==> config.mk <==
export PLATFORM = sky130hd
export DESIGN_NAME = mul_scheduler
export DESIGN_NICKNAME = d
export VERILOG_FILES = /design/src/rtl/mul_sched_pkg.sv /design/src/rtl/mul_scheduler_rr_arbiter.sv /design/src/rtl/mul_scheduler.sv
export SDC_FILE = /design/constraint.sdc
export NUM_CORES = 1
export LEC_CHECK = 0
export BUFFER_PORTS_ARGS = -buffer_cell sky130_fd_sc_hd__clkbuf_2
export CAP_MARGIN = 20
export CORE_MARGIN = 1.5
export CORE_UTILIZATION = 45
export DETAILED_ROUTE_END_ITERATION = 12
export MAX_ROUTING_LAYER = met4
export PLACE_DENSITY = 0.81
export SLEW_MARGIN = 20
export SYNTH_ARGS = -nofsm -noshare
export SYNTH_HDL_FRONTEND = slang
export SYNTH_SLANG_ARGS = --single-unit
==> constraint.sdc <==
create_clock -name clock -period 4.27 [get_ports clock]
set_input_delay 0.6405 -clock clock [delete_from_list [all_inputs] [get_ports clock]]
set_output_delay 0.6405 -clock clock [all_outputs]
set_load 0.05 [all_outputs]
==> src/rtl/mul_sched_pkg.sv <==
// Shared constants for the multiplier scheduler slice.
// FSM encodings and default geometry.
package mul_sched_pkg;

  typedef logic [1:0] state_t;

  localparam state_t S_IDLE    = 2'b00;
  localparam state_t S_LAUNCH  = 2'b01;
  localparam state_t S_WAIT    = 2'b10;
  localparam state_t S_RESPOND = 2'b11;

  localparam int DEF_NUM_REQ = 4;
  localparam int DEF_WIDTH   = 16;
  localparam int DEF_TIMEOUT = 64;
  localparam int DEF_ID_W    = 2;

endpackage

==> src/rtl/mul_scheduler_rr_arbiter.sv <==
// Combinational round-robin pick: first set request at or above ptr,
// wrapping at NUM_REQ-1. The pointer register lives in the caller.
module rr_arbiter #(
  parameter int NUM_REQ = 4,
  parameter int ID_W    = 2
) (
  input  logic [NUM_REQ-1:0] req,
  input  logic [ID_W-1:0]    ptr,
  input  logic               enable,
  output logic [NUM_REQ-1:0] grant,
  output logic [ID_W-1:0]    grant_id,
  output logic               any
);

  localparam logic [ID_W:0] N_EXT = (ID_W+1)'(NUM_REQ);

  logic [ID_W:0] idx;

  always_comb begin
    grant    = '0;
    grant_id = '0;
    any      = 1'b0;
    idx      = '0;
    if (enable) begin
      for (int k = 0; k < NUM_REQ; k++) begin
        idx = {1'b0, ptr} + (ID_W+1)'(k);
        if (idx >= N_EXT)
          idx = idx - N_EXT;
        if (!any && req[idx[ID_W-1:0]]) begin
          any                    = 1'b1;
          grant[idx[ID_W-1:0]]   = 1'b1;
          grant_id               = idx[ID_W-1:0];
        end
      end
    end
  end

endmodule

==> src/rtl/mul_scheduler.sv <==
// Shares one sequential multiplier among NUM_REQ clients: round-robin
// grant, start pulse, watchdog-guarded wait, valid/ready response.
module mul_scheduler
  import mul_sched_pkg::*;
#(
  parameter int NUM_REQ = DEF_NUM_REQ,
  parameter int WIDTH   = DEF_WIDTH,
  parameter int TIMEOUT = DEF_TIMEOUT,
  parameter int ID_W    = DEF_ID_W
) (
  input  logic                     clock,
  input  logic                     reset,
  input  logic [NUM_REQ-1:0]       req_valid,
  input  logic [NUM_REQ*WIDTH-1:0] req_a,
  input  logic [NUM_REQ*WIDTH-1:0] req_b,
  output logic [NUM_REQ-1:0]       req_ready,
  output logic                     resp_valid,
  output logic [ID_W-1:0]          resp_id,
  output logic [2*WIDTH-1:0]       resp_product,
  output logic                     resp_error,
  input  logic                     resp_ready,
  output logic                     mul_start,
  output logic [WIDTH-1:0]         mul_a,
  output logic [WIDTH-1:0]         mul_b,
  input  logic                     mul_done,
  input  logic [2*WIDTH-1:0]       mul_product,
  output logic                     busy
);

  localparam int WD_W = $clog2(TIMEOUT) + 1;

  state_t              state;
  state_t              state_nxt;
  logic [ID_W-1:0]     rr_ptr;
  logic [ID_W-1:0]     grant_id;
  logic [WD_W-1:0]     wd_count;
  logic [NUM_REQ-1:0]  arb_grant;
  logic [ID_W-1:0]     arb_id;
  logic                arb_any;
  logic                arb_en;
  logic                wd_expired;
  logic                accept;
  logic                resp_fire;

  rr_arbiter #(
    .NUM_REQ (NUM_REQ),
    .ID_W    (ID_W)
  ) u_arb (
    .req      (req_valid),
    .ptr      (rr_ptr),
    .enable   (arb_en),
    .grant    (arb_grant),
    .grant_id (arb_id),
    .any      (arb_any)
  );

  assign wd_expired = (wd_count == WD_W'(TIMEOUT - 1));
  assign accept     = arb_en && arb_any;
  assign resp_fire  = resp_valid && resp_ready;

  always_ff @(posedge clock) begin
    if (reset)
      state <= S_IDLE;
    else
      state <= state_nxt;
  end

  always_comb begin
    state_nxt = state;
    unique case (state)
      S_IDLE:    if (arb_any) state_nxt = S_LAUNCH;
      S_LAUNCH:  state_nxt = S_WAIT;
      S_WAIT:    if (mul_done || wd_expired) state_nxt = S_RESPOND;
      S_RESPOND: if (resp_ready) state_nxt = S_IDLE;
      default:   state_nxt = S_IDLE;
    endcase
  end

  always_comb begin
    arb_en     = (state == S_IDLE);
    mul_start  = (state == S_LAUNCH);
    resp_valid = (state == S_RESPOND);
    busy       = (state != S_IDLE);
    req_ready  = arb_grant;
    resp_id    = resp_valid ? grant_id : '0;
  end

  // Operands and winner id are captured on the accept handshake.
  always_ff @(posedge clock) begin
    if (reset) begin
      mul_a    <= '0;
      mul_b    <= '0;
      grant_id <= '0;
    end else if (accept) begin
      mul_a    <= req_a[arb_id*WIDTH +: WIDTH];
      mul_b    <= req_b[arb_id*WIDTH +: WIDTH];
      grant_id <= arb_id;
    end
  end

  // A done seen on the timeout cycle takes priority over the error.
  always_ff @(posedge clock) begin
    if (reset) begin
      wd_count     <= '0;
      resp_product <= '0;
      resp_error   <= 1'b0;
    end else begin
      if (state == S_LAUNCH)
        wd_count <= '0;
      else if (state == S_WAIT)
        wd_count <= wd_count + 1'b1;

      if (state == S_WAIT) begin
        if (mul_done) begin
          resp_product <= mul_product;
          resp_error   <= 1'b0;
        end else if (wd_expired) begin
          resp_product <= '0;
          resp_error   <= 1'b1;
        end
      end
    end
  end

  always_ff @(posedge clock) begin
    if (reset)
      rr_ptr <= '0;
    else if (resp_fire)
      rr_ptr <= (grant_id == ID_W'(NUM_REQ - 1)) ? '0 : grant_id + 1'b1;
  end

endmodule

# == After elaboration in Yosys (flattened, before gate mapping) ==
# Cells that the tools add are included.
# totals
in_bits,168
ff_bits,78
# classes
mux,55
n_reduce_logical,19
addsub,9
shifts,2
n_eq_ne,8
order_cmp,12
n_bitwise,3
# ops
op,count
64-bit by 7-bit variable part select with 16-bit output,2
32-bit two-way mux,2
2-bit two-way mux,18
4-bit two-way mux,8
1-bit two-way mux,18
2-bit by 3-bit less-than comparator with 1-bit output (second input constant),4
4-bit OR,3
3-bit greater-or-equal comparator (second input constant),3
1-bit logical AND,9
1-bit binary-select mux with 2-bit select,4
1-bit demux with 2-bit select,4
2-bit by 1-bit greater-or-equal comparator with 1-bit output (second input constant),4
2-bit one-hot mux with 4 select lines,1
2-bit by 1-bit subtractor with 2-bit output (second input constant),4
7-bit by 1-bit adder with 7-bit output (second input constant),1
7-bit by 6-bit == test with 1-bit output (second input constant),1
2-bit by 2-bit adder with 3-bit output (second input constant),2
2-bit == test (second input constant),3
2-bit != test (second input constant),2
2-bit nonzero test,2
2-bit by 1-bit adder with 3-bit output (second input constant),1
2-bit by 3-bit greater-or-equal comparator with 1-bit output (second input constant),1
1-bit logical NOT,3
3-bit AND reduction,1
7 further kinds,7

# == Longest topological paths before layout ==
# Gate-level depths: netlist of run 1.
# depth
ltp_word,21
ltp_mapped,12
ltp_nobuf,8

# == Modules after synthesis ==
# A second synthesis of run 1 with hierarchy kept.
# unflattened
hier_cells,418
area_unflattened_um2,4249.1
# modules_own_cells
module,area_each_um2,cells_each,seq_area_each_um2,instances
mul_scheduler,3563.4,333,1561.5,1
rr_arbiter,685.7,85,0.0,1

# == Worst setup path before layout of run 1 ==
# No wires, ideal clock.
# synth_path
kind,register to output
start,reg rr_ptr[0]
end,out req_ready[0]
path_buffers,2
slack_ps,631
required_ps,3629
stages_incl_launch_ff,11
arrival_ps,2998
path_cell_list,dfxtp_1 buf_6 clkinv_1 ha_1 buf_1 mux4_2 nor2b_1 a22oi_1 nor2_1 a221oi_1 nor2_1
# synth_via
elab_chain_cells,19
elab_cells_between_ends,70
# synth_lines
element,line,source
"start, declared",mul_scheduler.sv:34,logic [ID_W-1:0] rr_ptr;
"start signal, assigned",mul_scheduler.sv:129,rr_ptr <= (grant_id == ID_W'(NUM_REQ - 1)) ? '0 : grant_id + 1'b1;
branches (longest 17 deep; another with 2-bit by 1-bit adder with 3-bit output),-,
4-bit two-way mux *,mul_scheduler_rr_arbiter.sv:29,if (!any && req[idx[ID_W-1:0]]) begin
4-bit two-way mux *,mul_scheduler_rr_arbiter.sv:24,if (enable) begin
"end, declared",mul_scheduler.sv:16,"output logic [NUM_REQ-1:0] req_ready,"
# Mark *: on every way between the ends. The select of a mux whose other input is x is not followed.

# == Worst setup path after layout of run 1 ==
# layout_path
start,reg rr_ptr[0]
end,out req_ready[2]
# The elaborated chain is that of the path after synthesis.

==> metrics.md, run 1 <==
| Metric | Value |
|---|---|
| Leakage | approximately 2.7 nW |
| Worst Path Required | 3.63 ns |
| Critical path's largest stage delay | 0.65 ns |
| Crit path kind | flop to output port |
| Vias | about 4900 |
| Htree depth | 3 |
| Clock share of power | between 15 and 20% |
| Final Hold Vio Count | 0 |
| Yosys cell types | 49 |
| Yosys Warn Count | 0 |
| Internal power | around 1.8 mW |
| WP data arrival | 3.32 ns |
| Clk_lat worst skew | between 0.3 and 0.4 ns |
| FF+latch count, synth | roughly 80 |
| Sw Pwr | 1.89 mW |
| Post-CTS resize count | 0 |
| Gpl congestion | 0.885 |
| I/O pin count | about 240 |
| Largest net degree at the start of global routing | 53 |
| Row count | 36 |
| Met1 Usage GRT | 31.5% |
| Gate power share | between 50% and 60% |
| Synthesized cell area | 0.00443 mm² |
| Total Wirelength | ~15000 µm |
| Cell count after synthesis | 515 |
| Final WS setup | 0.312 ns |
| # hold bufs at CTS | 0 |
| Crit path max-delay family | flip-flops |
| DR DRC count | 0 |
| Worst-path cell chain | clkinv_1 > buf_4 > ha_1 > mux4_2 > nor2b_1 > a22oi_1 > nor2_1 > a221oi_1 > nor2_1 > clkbuf_2 |
| Full die area | around 0.010 mm² |
| Antenna Nets Post-Route | 0 |
| DP HPWL | approximately 11000 µm |
| Pre-Repair DR Iteration Count | 5 |
| Vias/cell | roughly 5.7 |
| Worst Path Max Fanout | 13 |
| CTS Root Cell | clkbuf_8 |
| Mean post-synth cell area | about 8.6 µm² |
| Clk sinks | slightly below 80 |
| Place WS | around 0.57 ns |
| Register clock-pin slew on the reported worst setup and hold paths | about 0.090 ns |
| Core area | approximately 0.0097 mm² |
| Seq/Total Area, Yosys | 35.2% |
| WL/cell | ~17 µm |
| # port buffers | 241 |
| Drt initial violations | ~170 |
| CP most frequent cell | nor2_1 |
| RSZ-0062 raised after global routing | no |
| P&R area growth vs syn | 32.2% |
| Final setup TNS | 0 ns |
| Max-Cap Viols | 0 |
| Post-Synthesis Net Count | 697 |
| Starting density of the core | a little under half |
| Final period util | a little over 90% |
| CTS tree | done |
| Worst Max-Slew Pin Slew | approximately 1.1 ns |
| M3 GR Usage | 7.52% |
| GR Layer Usage met2 | 45.2% |
| Buffer and inverter count on the worst path | 3 |
| Fmax | ~250 MHz |
| VDD IR max | 355 µV |
| Total track usage | a little over a quarter |
| Fraction of layout instances using a drive strength above 1 | a little under two fifths |
| Slew HR | between 20 and 30% |
| Clock buffer depth | 2 |
| Pwr dens | 624 mW/mm² |
| First-pass GRT wire length | approximately 22000 µm |
| # diodes | 0 |
| Fin nets | 908 |
| Slowest cell on crit path | dfxtp_1 |
| Die H | 102 µm |
| Minimum clock period | 3.96 ns |
| Setup Viol. Count Final | 0 |
| Status | completed |
| Worst Setup End Kind | output port |
| Number of global-route vias before repair | between 4000 and 5000 |
| Busiest grt layer | met2 |
| Cts bufs inserted | 9 |
| Total congestion overflow | 0 |
| Fin. max-slew vios | 0 |
| Hold slack final | ~0.46 ns |
| Skew final | between 0.009 and 0.01 ns |
| Hold Crit Class | flop to flop |
| Reg power frac | between 20 and 30% |
| Startpoint types | flop |
| Post-CTS Setup Inserts | 0 |
| Sw Share | around 52% |
| Die Width | 102 µm |
| Initial antenna violation count | 0 |
[sequential cells by signal (all words and copies together), names as in the netlist]
name / flops
rr_ptr: 2
mul_a: 16
wd_count: 7
state: 2
mul_b: 16
resp_error: 1
grant_id: 2
resp_product: 32
[cells in the mapped netlist (all sizes together)]
| cell type | count | area share (%) |
|---|---|---|
| nor3 | 2 | 0.23 |
| buf | 14 | 2.1 |
| nor4 | 1 | 0.14 |
| nor2b | 3 | 0.42 |
| nand2 | 56 | 4.7 |
| a211oi | 14 | 2.7 |
| o21ai | 4 | 0.45 |
| a32o | 10 | 2.3 |
| ha | 14 | 4.0 |
| and3 | 1 | 0.14 |
| and3b | 1 | 0.20 |
| a221oi | 4 | 0.79 |
| clkinv | 2 | 0.17 |
| mux4 | 2 | 1.0 |
| nand2b | 3 | 0.59 |
| nand4b | 12 | 2.4 |
| a211o | 10 | 2.0 |
| xnor2 | 2 | 0.40 |
| a22oi | 46 | 7.8 |
| o2111ai | 21 | 4.2 |
| a21o | 2 | 0.34 |
| a21oi | 7 | 0.79 |
| o211ai | 14 | 2.5 |
| a222oi | 1 | 0.23 |
| nor3b | 2 | 0.34 |
| or3 | 1 | 0.14 |
| or2 | 1 | 0.14 |
| xor2 | 3 | 0.59 |
| dfxtp | 78 | 35 |
| o21bai | 12 | 2.0 |
| mux2i | 17 | 3.8 |
| nand4 | 2 | 0.28 |
| nand3 | 3 | 0.34 |
| and2 | 6 | 0.90 |
| mux2 | 1 | 0.25 |
| clkbuf | 35 | 3.0 |
| nor2 | 58 | 5.1 |
| a311oi | 11 | 2.2 |
| inv | 17 | 1.4 |
| o221ai | 1 | 0.34 |
| a21boi | 21 | 3.6 |
[cells in the final DEF, fill, tap and decap left out, types with 11 or more instances in the layout]
cell	n
clkbuf_2	241
dfxtp_1	78
nand2_1	56
nor2_1	55
a22oi_1	46
o2111ai_1	21
a21boi_0	21
inv_1	17
mux2i_1	17
ha_1	14
o211ai_1	13
a211oi_1	13
nand4b_1	12
o21bai_1	12
a311oi_1	11
[worst paths after layout]
path | endpoint | cells past startpoint | from | slack (ns)
worst min register to register | resp_error | 2 | resp_error | 0.46
worst max-delay path | req_ready[2] | 10 | rr_ptr[0] | 0.31
worst min-delay path | resp_error | 2 | resp_error | 0.46
worst max register to register | mul_b[4] | 9 | rr_ptr[0] | 0.56
[power by group through the flow]
| stage | clock (mW) | combinational (mW) | sequential [mW] |
|---|---|---|---|
| floorplan | 0 | 0.945 | 1.64 |
| global placement | 0 | 2.00 | 1.05 |
| detailed placement | 0 | 2.04 | 1.06 |
| CTS | 0.598 | 2.05 | 1.04 |
| global route | 0.629 | 2.18 | 1.07 |
| finish | 0.581 | 2.04 | 1.04 |
[layer usage]
layer / vias to the layer above / routed length, µm
met3: 28 / 1160
met5: - / 0
met4: 0 / 333
met1: 2333 / 5940
li1: 2348 / -
met2: 223 / 7170
[stage by stage]
step	std cells	utilization [%]	power, mW	area [µm²]
finish	864	60.5	3.66	5860
floorplan	515	-	2.59	4430
global placement	848	58.4	3.05	5660
global route	864	60.5	3.87	5860
detailed placement	848	58.4	3.10	5660
CTS	864	60.5	3.69	5860
[worst register-to-register path: cells and delay by family (launching register included)]
family	cells	cell delay (ns)
AOI/OAI and AO/OA	2	0.49
adders and majority gates	1	0.43
buffers and inverters	2	0.33
DFF	1	0.65
muxes	1	0.42
and+or+nand+nor	3	1.29
[logic make-up after synthesis]
logic type,share of synthesized area [%]
flops,35.2
fa+ha+maj,3.95
simple gates,16.1
buf+inv,6.63
mux,5.11
xor+xnor,0.988
compound gates,32.0
[cell type report]
cell class | count | area [µm²]
clock buffer | 9 | 124
clock inverter | 7 | 77.6
fill | 865 | 3820
inverter | 19 | 71.3
multi-input combinational | 369 | 2590
sequential | 78 | 1560
tap | 133 | 166
timing repair buffer | 249 | 1270
Note: power is estimated with default switching activity, not from simulation.
==> inputs of run 2 (changes only) <==
--- a/config.mk
+++ b/config.mk
@@ -8,11 +8,13 @@
 export BUFFER_PORTS_ARGS = -buffer_cell sky130_fd_sc_hd__clkbuf_2
 export CAP_MARGIN = 20
 export CORE_MARGIN = 1.5
-export CORE_UTILIZATION = 45
+export CORE_UTILIZATION = 41
 export DETAILED_ROUTE_END_ITERATION = 12
 export MAX_ROUTING_LAYER = met4
-export PLACE_DENSITY = 0.81
+export PLACE_DENSITY = 0.77
+export REMOVE_ABC_BUFFERS = 1
 export SLEW_MARGIN = 20
 export SYNTH_ARGS = -nofsm -noshare
 export SYNTH_HDL_FRONTEND = slang
 export SYNTH_SLANG_ARGS = --single-unit
+export TNS_END_PERCENT = 1
==> constraint.sdc (replaced) <==
create_clock -name clock -period 3.58 [get_ports clock]
set_input_delay 0.537 -clock clock [delete_from_list [all_inputs] [get_ports clock]]
set_output_delay 0.537 -clock clock [all_outputs]
set_load 0.05 [all_outputs]
==> run 2 against run 1 <==
Clock skew up 0.0028 ns. Clock-buffer cell count up 1. Cell count up 1.0%. Combinational power up 21%. Non-clock buffer count up 6. Worst hold slack worse by 0.039 ns. Wire length up 7.6%. Via count up 1.4%.
==> metrics.md, run 2 (synthesis gave the netlist of run 1 again) <==
| Metric | Value |
|---|---|
| Post-CTS resize count | 0 (unchanged) |
| Status | completed |
| Minimum clock period | between 3 and 4 ns |
| Critical path's largest stage delay | 0.44 ns (-0.21 ns) |
| Filler cells | 990 (+14%) |
| Setup Viol. Count Final | 0 (unchanged) |
| Placed insts | 857 (+1.1%) |
| VDD IR max | 368 µV (+3.7%) |
| Total track usage | 27.5% (+0.065 points) |
| # hold bufs at CTS | 0 (unchanged) |
| Register clock-pin slew on the reported worst setup and hold paths | 0.09 ns (about the same) |
| Clk sinks | 78 (unchanged) |
| I/O pin count | 242 (unchanged) |
| DP HPWL | 11900 µm (+8.5%) |
| Total congestion overflow | 0 (unchanged) |
| Fin. max-slew vios | 0 (unchanged) |
| Commonest non-fill, non-tap cell in the layout | clkbuf_2 |
| Worst Path Max Fanout | 8 (-5) |
| Row count | 37 (+2.8%) |
| Final setup TNS | 0 ns (unchanged) |
| Worst-path cell chain | clkinv_1 > ha_1 > mux4_2 > nor2b_1 > a22oi_1 > nor2_1 > a221oi_1 > nor2_1 > clkbuf_2 |
| WP data arrival | 2.72 ns (-0.60 ns) |
| Biggest regs | resp_product (32), mul_a (16), mul_b (16) |
| Leakage | 2.73 nW (+0.70%) |
| Gpl congestion | 0.848 (-4.1%) |
| Startpoint types | flop |
| Antenna Nets Post-Route | 0 (unchanged) |
| Max-Cap Viols | 0 (unchanged) |
| Final period util | 91.0% |
| Final WS setup | 0.322 ns (+0.0101 ns) |
| Non-Filler Instances | 873 (+1.0%) |
| Largest net degree at the start of global routing | 53 (unchanged) |
| Clock buffer depth | 2 (unchanged) |
| Worst Setup End Kind | output port |
| Drt initial violations | 349 (+100%) |
| Cts bufs inserted | 9 (unchanged) |
| Skew final | 0.0120 ns (+0.00277 ns) |
| Core area | 0.0104 mm² (+7.6%) |
| Clk_lat worst skew | 0.35 ns (-0.02 ns) |
| Max reg flops | 32 (unchanged) |
| Reg2Reg Launch Point | rr_ptr[0] |
| Register Area | 0.00156 mm² (unchanged) |
| Area of the multi-input gates | 0.00260 mm² (+0.19%) |
| Cell area after layout | 0.00591 mm² (+0.85%) |
| Slowest cell on crit path | ha_1 |
| Die Width | 107 µm (+4.6%) |
| Place WS | 0.480 ns (-0.0875 ns) |
| Number of global-route vias before repair | 4802 (+5.4%) |
| Vias/cell | 5.73 (+0.35%) |
| Crit path kind | flop to output port |
| RSZ-0062 raised after global routing | no |
| Vias | 5001 (+1.4%) |
| Initial antenna violation count | 0 (unchanged) |
| Starting density of the core | 42.5% (-3.2 points) |
| WL/cell | 18.0 µm (+6.5%) |
| CTS tree | done |
| Post-CTS Setup Inserts | 0 (unchanged) |
| Pre-Repair DR Iteration Count | 5 (unchanged) |
| First-pass GRT wire length | 24200 µm (+11%) |
| Die H | 107 µm (+4.6%) |
| Slew HR | 34.7% (+5.6 points) |
| Fin nets | 914 (+0.66%) |
| HP Start | req_b[1] |
| Hold slack final | 0.425 ns (-0.0393 ns) |
| P&R area growth vs syn | 33.4% |
| Hold Crit Class | primary input to flop |
| Commonest non-fill, non-tap cells in the layout | clkbuf_2 (241), dfxtp_1 (78), nand2_1 (55), nor2_1 (54), a22oi_1 (46) |
| CP most frequent cell | nor2_1 |
| Fraction of layout instances using a drive strength above 1 | 38.7% (+0.64 points) |
| Htree depth | 3 (unchanged) |
| # diodes | 0 (unchanged) |
| Final Hold Vio Count | 0 (unchanged) |
| Total Wirelength | 15700 µm (+7.6%) |
| Fmax | 307 MHz |
| Worst Max-Slew Pin Slew | 0.979 ns (-0.0826 ns) |
| Pwr dens | 742 mW/mm² (+19%) |
| CTS Root Cell | clkbuf_8 |
| Worst Path Required | 3.04 ns (-0.59 ns) |
| DR DRC count | 0 (unchanged) |
| CP startpoint | rr_ptr[0] |
| # port buffers | 241 (unchanged) |
| Full die area | 0.0114 mm² (+9.5%) |
| Placed standard-cell area | 0.00571 mm² (+0.86%) |
| Layout Utilization | 56.7% (-3.8 points) |
| Largest register by flop count | resp_product |
| Total power | 4.39 mW (+20%) |
## run 2: power breakdown
| part | internal (mW) | total, mW | switching (mW) |
|---|---|---|---|
| sequential | 1.10 | 1.24 | 0.136 |
| clock | 0.328 | 0.677 | 0.350 |
| combinational | 0.678 | 2.47 | 1.79 |
| total | 2.11 | 4.39 | 2.28 |
## run 2: layout make-up
type                       count  share of cell area (%)
multi-input combinational    369                    44.0
sequential                    78                    26.4
timing repair buffer         255                    22.2
tap                          136                    2.88
clock buffer                  10                    2.16
inverter                      19                    1.21
clock inverter                 6                    1.19
## run 2: path summary, 6_finish.rpt
check                                     to  slack (ns)  depth (start not counted)
worst max-delay path            req_ready[0]        0.32                          9
worst min register to register      mul_a[0]        0.48                          1
worst max register to register     mul_a[15]        0.53                          9
worst min-delay path                mul_b[1]        0.42                          3
## run 2: metal layers
metal | GRT usage [%] | wire length [µm]
met1 | 33.0 | 6630
met2 | 47.3 | 7880
met3 | 4.44 | 869
met4 | 9.05 | 314
met5 | - | 0
## run 2: worst max-delay path, delay by kind of cell (launching register included)
kind | cells | cell delay (ns)
AO/OA/AOI/OAI | 2 | 0.19
adder cells (fa/ha/maj) | 1 | 0.44
buffers and inverters | 2 | 0.38
flip-flops | 1 | 0.34
multiplexers | 1 | 0.42
AND/OR/NAND/NOR | 3 | 0.60
